===== src/rtl/uart_rx_ctrl.sv =====
// rtl/uart_rx_ctrl.sv - UART receive sequencer: oversample tick, line qualification, frame timing, FWFT byte FIFO
// Define UART_RX_CTRL_ERR_CNT_EN to add the saturating o_err_cnt error counter.
module uart_rx_ctrl #(
  parameter int DIV_W = 16,
  parameter int DEPTH = 4
) (
  input  logic             clk,
  input  logic             reset,
  input  logic             i_enable,
  input  logic [DIV_W-1:0] i_divisor,
  input  logic             i_rxd,
  input  logic [7:0]       i_rx_data,
  output logic             o_clk_rx,
  output logic             o_busy,
  output logic [7:0]       o_data,
  output logic             o_valid,
  input  logic             i_ready,
  output logic             o_frame_err,
  output logic             o_overrun,
  input  logic             i_clear
`ifdef UART_RX_CTRL_ERR_CNT_EN
  ,
  output logic [7:0]       o_err_cnt
`endif
);

  localparam int AW = $clog2(DEPTH);

  typedef enum logic [1:0] {IDLE, ARM, FRAME, CAPTURE} state_t;

  state_t           state_q;
  logic [DIV_W-1:0] div_cnt_q;
  logic [7:0]       tick_cnt_q;
  logic [3:0]       idle_cnt_q;
  logic             stop_q;
  logic             busy_q;
  logic             frame_err_q;
  logic             overrun_q;
  logic [7:0]       mem_q [DEPTH];
  logic [AW-1:0]    wr_ptr_q;
  logic [AW-1:0]    rd_ptr_q;
  logic [AW:0]      count_q;
  logic [AW:0]      count_d;

  logic tick;
  logic start;
  logic capture;
  logic full;
  logic pop;
  logic push;
  logic fe_set;
  logic ov_set;

  assign tick    = i_enable && (div_cnt_q >= i_divisor);
  assign start   = i_enable && (state_q == ARM) && !i_rxd;
  assign capture = i_enable && (state_q == CAPTURE);
  assign full    = (count_q == (AW+1)'(DEPTH));
  assign pop     = o_valid && i_ready;
  // A full FIFO still accepts the byte when the host frees a slot in the same cycle.
  assign push    = capture && stop_q && (!full || pop);
  assign fe_set  = capture && !stop_q;
  assign ov_set  = capture && stop_q && full && !pop;
  assign count_d = count_q + (AW+1)'(push) - (AW+1)'(pop);

  assign o_clk_rx    = tick;
  assign o_busy      = busy_q;
  assign o_valid     = (count_q != '0);
  assign o_data      = o_valid ? mem_q[rd_ptr_q] : 8'h00;
  assign o_frame_err = frame_err_q;
  assign o_overrun   = overrun_q;

  // The start edge re-phases the divider so ticks line up with bit centres.
  always_ff @(posedge clk or negedge reset) begin
    if (!reset) begin
      div_cnt_q <= '0;
    end else if (!i_enable || start || tick) begin
      div_cnt_q <= '0;
    end else begin
      div_cnt_q <= div_cnt_q + 1'b1;
    end
  end

  always_ff @(posedge clk or negedge reset) begin
    if (!reset) begin
      state_q    <= IDLE;
      tick_cnt_q <= 8'd0;
      idle_cnt_q <= 4'd0;
      stop_q     <= 1'b0;
      busy_q     <= 1'b0;
    end else if (!i_enable) begin
      state_q    <= IDLE;
      tick_cnt_q <= 8'd0;
      idle_cnt_q <= 4'd0;
      busy_q     <= 1'b0;
    end else begin
      case (state_q)
        IDLE: begin
          if (tick) begin
            if (!i_rxd) begin
              idle_cnt_q <= 4'd0;
            end else if (idle_cnt_q == 4'd15) begin
              idle_cnt_q <= 4'd0;
              state_q    <= ARM;
            end else begin
              idle_cnt_q <= idle_cnt_q + 4'd1;
            end
          end
        end
        ARM: begin
          if (!i_rxd) begin
            state_q    <= FRAME;
            tick_cnt_q <= 8'd0;
            busy_q     <= 1'b1;
          end
        end
        FRAME: begin
          if (tick) begin
            tick_cnt_q <= tick_cnt_q + 8'd1;
            if ((tick_cnt_q == 8'd8) && i_rxd) begin
              state_q    <= ARM;
              tick_cnt_q <= 8'd0;
              busy_q     <= 1'b0;
            end else if (tick_cnt_q == 8'd152) begin
              stop_q <= i_rxd;
            end else if (tick_cnt_q == 8'd159) begin
              state_q    <= CAPTURE;
              tick_cnt_q <= 8'd0;
            end
          end
        end
        CAPTURE: begin
          busy_q     <= 1'b0;
          idle_cnt_q <= 4'd0;
          state_q    <= stop_q ? ARM : IDLE;
        end
        default: begin
          state_q <= IDLE;
          busy_q  <= 1'b0;
        end
      endcase
    end
  end

  always_ff @(posedge clk) begin
    if (push) begin
      mem_q[wr_ptr_q] <= i_rx_data;
    end
  end

  always_ff @(posedge clk or negedge reset) begin
    if (!reset) begin
      wr_ptr_q <= '0;
      rd_ptr_q <= '0;
      count_q  <= '0;
    end else begin
      if (push) begin
        wr_ptr_q <= wr_ptr_q + 1'b1;
      end
      if (pop) begin
        rd_ptr_q <= rd_ptr_q + 1'b1;
      end
      count_q <= count_d;
    end
  end

  // A set event in the clearing cycle takes priority over the clear.
  always_ff @(posedge clk or negedge reset) begin
    if (!reset) begin
      frame_err_q <= 1'b0;
      overrun_q   <= 1'b0;
    end else begin
      frame_err_q <= fe_set | (frame_err_q & ~i_clear);
      overrun_q   <= ov_set | (overrun_q & ~i_clear);
    end
  end

`ifdef UART_RX_CTRL_ERR_CNT_EN
  logic [7:0] err_cnt_q;

  assign o_err_cnt = err_cnt_q;

  always_ff @(posedge clk or negedge reset) begin
    if (!reset) begin
      err_cnt_q <= 8'd0;
    end else if (i_clear) begin
      err_cnt_q <= (fe_set || ov_set) ? 8'd1 : 8'd0;
    end else if ((fe_set || ov_set) && (err_cnt_q != 8'hFF)) begin
      err_cnt_q <= err_cnt_q + 8'd1;
    end
  end
`else
`endif

endmodule


===== config.mk =====
export PLATFORM = sky130hd
export DESIGN_NAME = uart_rx_ctrl
export DESIGN_NICKNAME = d
export VERILOG_FILES = /design/src/rtl/uart_rx_ctrl.sv
export SDC_FILE = /design/constraint.sdc
export NUM_CORES = 1
export LEC_CHECK = 0
export ABC_AREA = 1
export CAP_MARGIN = 20
export CORE_MARGIN = 5
export CORE_UTILIZATION = 25
export DETAILED_ROUTE_END_ITERATION = 7
export PLACE_DENSITY = 0.41
export SLEW_MARGIN = 20
export SYNTH_ARGS = -nofsm -noshare
export SYNTH_HDL_FRONTEND = slang
export SYNTH_SLANG_ARGS = --single-unit

===== constraint.sdc =====
create_clock -name clk -period 2.4 [get_ports clk]
set_input_delay 0.36 -clock clk [delete_from_list [all_inputs] [get_ports clk]]
set_output_delay 0.36 -clock clk [all_outputs]
set_load 0.01 [all_outputs]

Word-level counts from Yosys, hierarchy flattened
Memories as Yosys holds them, arrays and structs flattened.
Index checks and enable logic that the tools add are counted.
Operators by class
  add/subtract/negate cells: 7
  order comparisons: 1
  equal/unequal tests: 19
  mux-type cells: 32
  bitwise gates (word level): 6
  reductions and logical operators: 26
Operators by type and width (count)
  $mux W8: 7
  $mux W2: 9
  $ne A3 B3 Y1 const B: 6
  $add A16 B1 Y16 const B: 1
  $eq A8 B8 Y1 const B: 2
  $ge A16 B16 Y1: 1
  $mux W16: 1
  $mux W4: 4
  $pmux W8 S2: 1
  $logic_and A1 B1 Y1: 11
  $add A8 B1 Y8 const B: 1
  $eq A8 B4 Y1 const B: 1
  $ne A4 B4 Y1 const B: 2
  $pmux W2 S4: 1
  $pmux W4 S2: 1
  $mux W1: 7
  $reduce_and A7 Y1: 1
  $ne A3 B1 Y1 const B: 2
  $logic_not A1 Y1: 5
  $reduce_and A5 Y1: 1
  $add A2 B1 Y2 const B: 2
  $add A4 B1 Y4 const B: 1
  $eq A2 B2 Y1 const B: 2
  $eq A4 B4 Y1 const B: 1
  other kinds (15): 20
Word-level totals
  flip-flop bits (word level): 41
  bits in writable memories: 32
  bits of input ports: 30
  output and inout bits: 13
  logic and storage cells: 103
  memories: 1
Memory list
  mem_q: words 4, width 8, read ports 1, clocked after memory_dff 0, wr ports 1, line 39  | logic [7:0] mem_q [DEPTH];

Logic depth before layout (Yosys ltp)
  depth in word-level cells: 7
  mapped depth: 16
  mapped depth without buffers: 16

Worst setup path after synthesis
No wires, ideal clock.
  kind: flip-flop to flip-flop
  from: register count_q[1]
  to: register count_q[2]
  setup time: 0.123 ns
  data arrival time: 1.922 ns
  data required time: 2.277 ns
  setup slack: 0.356 ns
  cell stages (with the launch flop): 11
  buffers on the path: 0
  period minus slack after synthesis: 2.044 ns
  cell sequence: dfrtp_1 -> nor2_1 -> inv_1 -> nor2_2 -> nor2_1 -> ha_1 -> inv_1 -> ha_1 -> inv_1 -> fa_1 -> xnor2_1
Between the ends
  longest elaborated chain between the ends: 6
  elaborated cells between the ends (all ways): 8
  those cells by class: add/sub: 2; eq/ne: 1; reduce/logical: 5
RTL lines
  from (decl): line 42  | logic [AW:0] count_q;
  from (signal assigned): line 162  | count_q <= count_d;
  $reduce_bool A3 Y1 *: line 67  | assign o_valid = (count_q != '0);
  $logic_and A1 B1 Y1 *: line 58  | assign pop = o_valid && i_ready;
  net pop: line 49  | logic pop;
  $logic_or A1 B1 Y1: line 60  | assign push = capture && stop_q && (!full || pop);
  $logic_and A1 B1 Y1: line 60
  $add A3 B1 Y3: line 63  | assign count_d = count_q + (AW+1)'(push) - (AW+1)'(pop);
  $sub A3 B1 Y3 *: line 63
  net count_d[2]: line 43  | logic [AW:0] count_d;
Mark *: on every way through the listed nets, which the timed path passes. The rest lies on a longest branch.
A chain may end at the register's enable or synchronous reset.

Final worst setup path
  from: input port i_divisor[9]
  to: output port o_clk_rx
Between the ends
  longest elaborated chain between the ends: 2
RTL lines
  from (decl): line 10  | input logic [DIV_W-1:0] i_divisor,
  $ge A16 B16 Y1: line 54  | assign tick = i_enable && (div_cnt_q >= i_divisor);
  $logic_and A1 B1 Y1: line 54
  to (decl): line 13  | output logic o_clk_rx,
No other way between the ends.

==> results by group <==
Pwr
  – Power per Cell Area: roughly 800 mW/mm²
  – Pleak: 0.002326 µW
  – Maximum VDD drop: around 0.00034 V
  – Power Total: about 4200 µW

Logic synthesis
  – Post-synthesis instance area: between 0.003 and 0.004 mm²
  – Seq cells post-synth: 73
  – Synth cell types: 32
  – Post-synth EDFFs: 32
  – Cells after Synth: 457
  – Async set-reset flop share out of synthesis: 56.16%
  – Seq/Total Area, Yosys: 50.00%
  – Ys Warns: 0
  – Largest area contributor in the netlist: dfrtp_1
  – Syn_area_per_cell: 8.695 µm²
  – Post-synth top flop: dfrtp_1
  – Yosys top cell area share: around a quarter
  – Synth Net Count: slightly above 500
  – Main area contributors after synthesis: dfrtp_1, edfxtp_1, ha_1

Layout
  – Nets: about 600
  – Final non-filler cell total: roughly 760
  – Number of diodes: 0
  – Layout cells sized above 1: between 10% and 20%
  – Multi-input logic area: 0.001754 mm²
  – Register area: around 0.0020 mm²
  – Area growth syn-to-layout: 32.93%
  – FILL cells: between 1500 and 2000

Place
  – Placed cell count: ~740
  – IO buf count: 42
  – GP Congestion: between 0.7 and 0.8
  – Hpwl dp: ~6.8 mm

Timing
  – Fin crit period: between 2 and 2.5 ns
  – RSZ-0062 raised after global routing: true
  – Crit share post-route: 96.20%
  – Fmax: 0.4331 GHz
  – Relative slew slack: roughly three quarters
  – Sum Neg Setup Slack: 0 ns
  – Final Hold Vio Count: 0
  – Worst Tran Pin Value: around 0.35 ns
  – Max Slew Vio Count: 0
  – Clock Skew: between 0.008 and 0.009 ns
  – Setup violations, final: 0

Die
  – Die extent in x: approximately 140 µm
  – IO Count: 43
  – Die area: between 0.015 and 0.02 mm²
  – Die Height: around 140 µm
  – Core Area: roughly 0.016 mm²
  – Initial Utilization: between 20% and 30%
  – Number of placement rows: 46

Flow run
  – Max cap viols: 0

CTS
  – CTS tree: built
  – # clock sinks: 73
  – Clk Latency, worst-skew pair: between 0.3 and 0.4 ns
  – Maximum level of the CTS H-tree: 3
  – Maximum buffer depth of the clock tree: 2
  – Num CTS Buffers: 9
  – Clock-pin slew on the worst setup and hold paths: about 0.060 ns
  – Clock root buffer: clkbuf_16

GRT
  – Congestion Overflow GR: 0
  – Vias in the first global route: 3134
  – Pin count of the biggest net entering global routing: 17
  – Total track usage: 10.69%
  – First-pass GRT wire length: 15.48 mm
  – Initial antenna violation count: 1

Drt
  – DRT iter0 DRCs: around 150
  – DRC Markers: 0
  – DR vias: about 3200
  – Antenna Violating Nets Remaining: 0
  – Routed len/inst: between 10 and 15 µm
  – Drt total wl: approximately 9.1 mm
  – Drt pass-1 iters: 4
  – Vias per cell: roughly 4.1

Setup path
  – Worst EP arrival: between 1.5 and 2 ns
  – CP max FO: 3
  – Crit end category: primary output
  – Worst endpoint required time: 2.04 ns
  – WS Path Type: in -> out
  – Worst setup SP type: input pin

Hold path
  – Worst min-delay path class: in -> async

Status
  – Status: complete, no violations
-- state kept, by name, indices dropped and copies added, names as in the netlist --
signal,count
mem_q,32
div_cnt_q,16
tick_cnt_q,8
idle_cnt_q,4
count_q,3
rd_ptr_q,2
state_q,2
wr_ptr_q,2
o_busy,1
o_frame_err,1
o_overrun,1
stop_q,1
-- cells in the final DEF (no fill, tap or decap), drive strengths merged, types with 2 or more instances in the layout --
| cell type | instances |
|---|---|
| edfxtp | 32 |
| o21ai | 21 |
| xor2 | 10 |
| buf | 41 |
| dfrtp | 41 |
| nand3 | 26 |
| nand2 | 85 |
| nor3b | 5 |
| clkinv | 4 |
| nor2 | 83 |
| nand3b | 2 |
| a21oi | 24 |
| clkdlybuf4s50 | 39 |
| ha | 26 |
| nor4 | 2 |
| inv | 66 |
| nor3 | 9 |
| xnor2 | 5 |
| clkbuf | 9 |
| nand4 | 7 |
-- cells in the mapped netlist (9+ instances only) --
library cell	n
nand3_1	24
inv_1	63
dfrtp_1	41
ha_1	26
a21oi_1	23
nor3_1	9
nor2_1	74
edfxtp_1	32
xor2_1	10
nand2_1	82
o21ai_0	21
-- power breakdown --
group          internal [µW]  leakage (µW)  switching, µW  total, µW
clock network            813      0.000146            547       1360
logic                    627       0.00135            723       1350
registers               1420      0.000831           89.1       1510
total                   2860       0.00233           1360       4220
-- what timing repair did --
| action | CTS | global route |
|---|---|---|
| endpoints found under the hold margin | 13 | 0 |
| gates cloned | 0 | 0 |
| hold buffers | 1 | 0 |
| pin swaps | 1 | 5 |
| setup endpoints to repair | 3 | 5 |
| gates resized for setup | 8 | 7 |
| buffers inserted | 1 | 2 |
-- critical path, cell delays in order --
cell and delay, ns:
clkdlybuf4s50_1 0.47, inv_1 0.04, ha_1 0.30, a21oi_1 0.14, o21ai_0 0.12, a21oi_2 0.28
a21oi_4 0.11, buf_6 0.13
-- metrics by stage --
stage	util [%]	hold slack, ns	worst slack [ns]	cell area [µm²]
3_3_place_gp	31.14	0.2914	-0.5012	4893
2_1_floorplan	-	0.06441	0.3560	3974
6_report	33.62	0.4612	0.09130	5283
5_1_grt	33.62	0.4987	-0.01063	5283
3_5_place_dp	31.14	0.2925	-0.5236	4893
4_1_cts	33.25	0.4701	0.01744	5225
-- area by class of cell --
type | count | area share [%]
clock buffers | 9 | 4.263
clock inverters | 7 | 1.468
inverters | 65 | 4.666
multi-input cells | 311 | 33.21
flip-flops and latches | 73 | 37.61
well taps | 216 | 5.116
repair buffers | 82 | 13.67
-- worst paths after layout --
path / from / to / slack [ns] / cells past startpoint
worst max-delay path: i_divisor[9] / o_clk_rx / 0.09 / 8
worst min-delay path: reset / o_busy / 0.46 / 2
worst max register to register: div_cnt_q[9] / tick_cnt_q[1] / 0.39 / 11
worst min register to register: stop_q / o_frame_err / 0.49 / 1
max in group asynchronous: reset / idle_cnt_q[2] / 1.40 / 3
min in group clk: stop_q / o_frame_err / 0.49 / 1
-- layer usage --
metal  share of wire, %  track usage, %  vias to the layer above
met5               0.14               0                        -
met4                1.2           2.856                        2
met3                4.4           3.960                       13
met2                 48           17.39                       44
met1                 47           13.39                     1453
li1                   -               -                     1650
-- cell families after synthesis --
group                    Yosys count  synth area share [%]
AND/OR/NAND/NOR                  220                 24.43
buffers and inverters             73                 7.053
flip-flops                        73                 50.00
AO/OA/AOI/OAI                     49                 6.518
adder cells (fa/ha/maj)           27                 8.690
XOR/XNOR                          15                 3.306
Power figures use the tool's default switching activity.
